==> src/rtl/id_pkg.sv <==
// Shared definitions for the identifier emitter and recogniser: FSM states,
// ASCII constants and the letter classifier.
package id_pkg;

  typedef enum logic [2:0] {
    IDLE   = 3'd0,
    CONV   = 3'd1,
    EMIT_L = 3'd2,
    EMIT_D = 3'd3,
    EMIT_S = 3'd4
  } state_t;

  localparam logic [7:0] CH_0  = 8'h30;
  localparam logic [7:0] CH_A  = 8'h41;
  localparam logic [7:0] CH_Z  = 8'h5A;
  localparam logic [7:0] CH_LA = 8'h61;
  localparam logic [7:0] CH_LZ = 8'h7A;

  function automatic logic is_letter(input logic [7:0] c);
    return ((c >= CH_A) && (c <= CH_Z)) || ((c >= CH_LA) && (c <= CH_LZ));
  endfunction

endpackage

==> src/rtl/bin2bcd_seq.sv <==
// Iterative double-dabble: one adjust-and-shift step per clock, NUM_W steps
// after start. done is high during the cycle whose closing edge is the last shift.
module bin2bcd_seq #(
  parameter int NUM_W  = 14,
  parameter int DIGITS = 5
) (
  input  logic                  clk,
  input  logic                  rst_n,
  input  logic                  start,
  input  logic [NUM_W-1:0]      bin,
  output logic [4*DIGITS-1:0]   bcd,
  output logic                  done
);

  localparam int BW = 4 * DIGITS;
  localparam int CW = $clog2(NUM_W + 1);

  logic [BW-1:0]    bcd_r;
  logic [BW-1:0]    adj;
  logic [NUM_W-1:0] bin_r;
  logic [CW-1:0]    cnt;

  // Add 3 to every nibble that is 5 or more before the shift doubles it.
  always_comb begin
    adj = bcd_r;
    for (int i = 0; i < DIGITS; i++) begin
      if (bcd_r[4*i +: 4] >= 4'd5)
        adj[4*i +: 4] = bcd_r[4*i +: 4] + 4'd3;
    end
  end

  always_ff @(posedge clk) begin
    if (!rst_n) begin
      bcd_r <= '0;
      bin_r <= '0;
      cnt   <= '0;
    end else if (start) begin
      bcd_r <= '0;
      bin_r <= bin;
      cnt   <= CW'(NUM_W);
    end else if (cnt != '0) begin
      bcd_r <= {adj[BW-2:0], bin_r[NUM_W-1]};
      bin_r <= {bin_r[NUM_W-2:0], 1'b0};
      cnt   <= cnt - 1'b1;
    end
  end

  assign done = (cnt == CW'(1));
  assign bcd  = bcd_r;

endmodule

==> src/rtl/id_emit.sv <==
// Emits "<letter><decimal digits><SEP>" for a (letter, number) request, one
// character per cycle, leading zeros suppressed.
module id_emit
  import id_pkg::*;
#(
  parameter int         NUM_W  = 14,
  parameter int         DIGITS = 5,
  parameter logic [7:0] SEP    = 8'h20
) (
  input  logic             clk,
  input  logic             rst_n,
  input  logic             in_valid,
  output logic             in_ready,
  input  logic [7:0]       in_letter,
  input  logic [NUM_W-1:0] in_num,
  output logic [7:0]       char,
  output logic             char_valid,
  input  logic             char_ready,
  output logic             busy,
  output logic             err
);

  // Handshakes: a transfer happens on a rising edge where valid && ready; a
  // raised valid and its payload hold until that edge (reset excepted).

  localparam int BW = 4 * DIGITS;
  localparam int IW = (DIGITS > 1) ? $clog2(DIGITS) : 1;

  state_t          state;
  logic [7:0]      letter;
  logic [IW-1:0]   idx;
  logic [IW-1:0]   nd_m1;
  logic [BW-1:0]   bcd;
  logic [BW-1:0]   top_sh;
  logic [BW-1:0]   next_sh;
  logic [3:0]      dig_top;
  logic [3:0]      dig_next;
  logic            conv_done;
  logic            start;

  assign start = (state == IDLE) && in_valid && is_letter(in_letter);

  bin2bcd_seq #(
    .NUM_W  (NUM_W),
    .DIGITS (DIGITS)
  ) u_bcd (
    .clk   (clk),
    .rst_n (rst_n),
    .start (start),
    .bin   (in_num),
    .bcd   (bcd),
    .done  (conv_done)
  );

  // The converter holds its result after done, so the digit count and the
  // digit selects can be derived combinationally from the held value.
  always_comb begin
    nd_m1 = '0;
    for (int i = 0; i < DIGITS; i++) begin
      if (bcd[4*i +: 4] != 4'd0)
        nd_m1 = IW'(i);
    end
    top_sh   = bcd >> (4 * nd_m1);
    next_sh  = bcd >> (4 * (idx - 1'b1));
    dig_top  = top_sh[3:0];
    dig_next = next_sh[3:0];
  end

  always_ff @(posedge clk) begin
    if (!rst_n) begin
      state      <= IDLE;
      letter     <= 8'h00;
      idx        <= '0;
      char       <= 8'h00;
      char_valid <= 1'b0;
      err        <= 1'b0;
    end else begin
      err <= 1'b0;
      case (state)
        IDLE: begin
          if (in_valid) begin
            if (is_letter(in_letter)) begin
              letter <= in_letter;
              state  <= CONV;
            end else begin
              err <= 1'b1;
            end
          end
        end
        CONV: begin
          if (conv_done) begin
            char       <= letter;
            char_valid <= 1'b1;
            state      <= EMIT_L;
          end
        end
        EMIT_L: begin
          if (char_ready) begin
            idx   <= nd_m1;
            char  <= CH_0 + {4'h0, dig_top};
            state <= EMIT_D;
          end
        end
        EMIT_D: begin
          if (char_ready) begin
            if (idx == '0) begin
              char  <= SEP;
              state <= EMIT_S;
            end else begin
              idx  <= idx - 1'b1;
              char <= CH_0 + {4'h0, dig_next};
            end
          end
        end
        EMIT_S: begin
          if (char_ready) begin
            char_valid <= 1'b0;
            state      <= IDLE;
          end
        end
        default: state <= IDLE;
      endcase
    end
  end

  assign in_ready = (state == IDLE);
  assign busy     = (state != IDLE);

endmodule

==> config.mk <==
export PLATFORM = sky130hd
export DESIGN_NAME = id_emit
export DESIGN_NICKNAME = d
export VERILOG_FILES = /design/src/rtl/id_pkg.sv /design/src/rtl/bin2bcd_seq.sv /design/src/rtl/id_emit.sv
export SDC_FILE = /design/constraint.sdc
export NUM_CORES = 1
export LEC_CHECK = 0
export ABC_AREA = 1
export BUFFER_PORTS_ARGS = -buffer_cell sky130_fd_sc_hd__buf_4
export CORE_UTILIZATION = 30
export DETAILED_ROUTE_END_ITERATION = 10
export GPL_TIMING_DRIVEN = 0
export PLACE_DENSITY_LB_ADDON = 0.15
export RECOVER_POWER = 50
export SYNTH_ARGS = -nofsm -noshare
export SYNTH_HDL_FRONTEND = slang
export SYNTH_SLANG_ARGS = --single-unit
==> constraint.sdc <==
create_clock -name clk -period 2.81 [get_ports clk]
set_clock_uncertainty 0.15 [all_clocks]
set_input_delay 0.281 -clock clk [delete_from_list [all_inputs] [get_ports clk]]
set_output_delay 0.281 -clock clk [all_outputs]
set_load 0.01 [all_outputs]
==> results.md <==
- Net Sw Frac: between 40% and 50%
- Status: finished, final reports clean
- Post-synth top flop: dfxtp_1
- Clock Pin Slew Worst Setup and Hold Paths: ~50 ps
- # setup viols final: 0
- Hold depth: 3
- Grt ovf: 0
- Flop pwr share: approximately a quarter
- Pleak: about 1.6 nW
- Vias per std cell: 5.070
- Synth Area in Adders: under 10%
- Syn Nets: 523
- Final Hold Fails: 0
- Die Ht: 109.5 um
- Initial antenna violation count: 0
- Clock tree sinks: 62
- Placer Congestion: between 0.9 and 1
- Asr flop ratio synth: 0%
- Die Wd: roughly 110 um
- Slew headroom: 52.04%
- Final WL: 9600 um
- Cell taking the most area after synthesis: dfxtp_1
- DRC violations left: 0
- Commonest non-fill, non-tap cell in the layout: nand2_1
- Wirelength per Cell: 14.24 um
- Switching power: 0.002486 W
- Power Total: around 0.0052 W
- Gr usage total: ~17%
- Post-DP HPWL: 7101 um
- Final Core Density: 37.03%
- Mapped Avg Cell Area: 7.161 sq um
- P&R area growth vs syn: 17.87%
- Die ar.: approximately 12000 sq um
- Post-cts resize count: 0
- # IOs: 38
- Crit Path Class: reg -> reg
- Fraction of layout cells with a size suffix above 1: 11.80%
- Num rows: 38
- Drt first pass iters: 4
- Final Critical Period: between 2000 and 3000 ps
- Cells after Synth: 484
- FF-to-FF path depth: 12
- Post-synthesis compound-gate area fraction: about a quarter
- Sequential share of the synthesized area: between 30% and 40%
- Pwr Density: 1266 nW/um^2
- Detail Route Antenna Nets: 0
- Arr. time, crit path: around 2600 ps
- First-pass GRT wire length: 15950 um
- Syn. warnings: 0
- ANT cells: 0
- Int Pwr: 0.002686 W
- Hold_buf cts: 0
- F_max: 398.6 MHz
- Combinational family with the most area after synthesis: simple AND/OR/NAND/NOR gates
- Final TNS setup: 0 ps
- VDD IR max: 0.4931 mV
- TritonCTS clock tree: done
- RSZ-0062 raised after global routing: false
- Starting Density: between 30% and 40%
- Layout Nets: 569
- Post-layout worst setup margin: roughly 300 ps
- Post-place setup slack: 64.19 ps
- Post-CTS Setup Bufs: 0
- Simple-Gate Fraction of Synth Area: 24.66%
- Mapped Area: between 3000 and 4000 sq um
- Number of global-route vias before repair: between 3000 and 4000
- Final worst-path cycle share: 89.27%
- Synth cell types: 41
- Max clock buf depth: 2
- H-tree Lvls: 3
- DR iter-0 viols: 191
- Most frequent cells in the layout: nand2_1 (80), dfxtp_1 (61), a21oi_1 (48), nor2_1 (47), inv_1 (47)
- Setup crit end kind: flip-flop
- Yosys top cell area share: 35.81%
- Top cells by area, synth: dfxtp_1 (36%), nand2_1 (8.4%), a21oi_1 (6.9%), nand3_1 (6.5%), o21ai_0 (5.6%)
- Seq cells post-synth: 62
- Logic pwr share: 52.7%
- Worst Path Max Fanout: 12
- Clk pwr share: 21.3%
- Max Slew Vio Count: 0
- Worst slew pin tran: around 720 ps
- Hold Worst Slack: 38.69 ps
- Pin count of the biggest net entering global routing: 11
- Post-synth EDFFs: 0
- Max Cap Violations: 0
- Core Region: around 11000 sq um
- Vias post-DR: ~3400
- CP required: 2850 ps
- Clk_lat worst skew: 330 ps
- TritonCTS buffer count: 9
- Hold WC Path Type: in -> reg
- Crit path launch type: flip-flop
- CTS root buf: clkbuf_16
- Mux contribution to synthesized area: 0%
- Post-Synth XOR/XNOR Area: 1.516%
- I/O Buffers: 36
[Yosys cell counts, drive strengths merged, types with 3 or more instances]
cell and number:
nor3 5, clkbuf 11, dfxtp 62, a21oi 49
a31oi 20, a211oi 14, inv 51, buf 12
xor2 6, or2 3, a311oi 3, o21ai 46
nand2 81, nand3 46, ha 13, nor2 50
[worst paths after layout]
path | from | to | slack, ps
worst max-delay path | idx[0] | char[3] | 300
worst min-delay path | in_letter[5] | letter[5] | 40
worst max register to register | idx[0] | char[3] | 300
worst min register to register | letter[7] | letter[7] | 290
[routing by layer]
layer / track usage (%) / vias up / part of all wire [%]
met5: 0 / - / 0
met4: 6.000 / 0 / 1.3
met3: 2.786 / 11 / 4.0
met2: 27.90 / 74 / 45
met1: 23.68 / 1594 / 50
li1: - / 1738 / -
[cell families (layout without fill, tap and decap cells)]
kind of cell | after synthesis | after routing
buf+inv | 74 | 124
simple gates | 190 | 190
xor+xnor | 6 | 6
fa+ha+maj | 13 | 13
flops | 62 | 62
compound gates | 139 | 139
[area by class of cell]
class	count	area (sq um)
Buffer	22	103.9
Inverter	51	193.9
Tap cell	140	175.2
Multi-Input combinational cell	348	1847
Timing Repair Buffer	36	232.7
Sequential cell	62	1242
Clock buffer	11	242.7
Clock inverter	4	47.55
Fill cell	1207	6945
[metrics by stage]
step                instances  instance area (sq um)
finish                    674                   4085
global route              674                   4085
CTS                       675                   4202
detailed placement        660                   3911
global placement          660                   3911
floorplan                 484                   3466
[critical path: stages (launching register included)]
cell and delay (ps):
dfxtp_2 450, inv_1 110, ha_1 280, clkbuf_1 290
inv_1 190, a21oi_1 140, o21ai_0 150, nand4_1 120
o21ai_0 110, a21oi_1 150, nand2_1 90, nand2_1 80
a21oi_1 60
[flip-flops by register name (all words and copies together) (netlist names)]
name,count
u_bcd.bin_r,14
state,3
u_bcd.cnt,4
err,1
char,8
u_bcd.bcd,20
char_valid,1
letter,8
idx,3
[power groups by stage]
stage / clock [W] / sequential, W / combinational, W
5_1_grt: 0.00117 / 0.00137 / 0.00312
2_1_floorplan: 0 / 0.00131 / 0.00205
6_report: 0.00110 / 0.00134 / 0.00273
4_1_cts: 0.00113 / 0.00135 / 0.00284
3_5_place_dp: 0 / 0.00136 / 0.00282
3_3_place_gp: 0 / 0.00136 / 0.00283
Power figures use the tool's default switching activity.
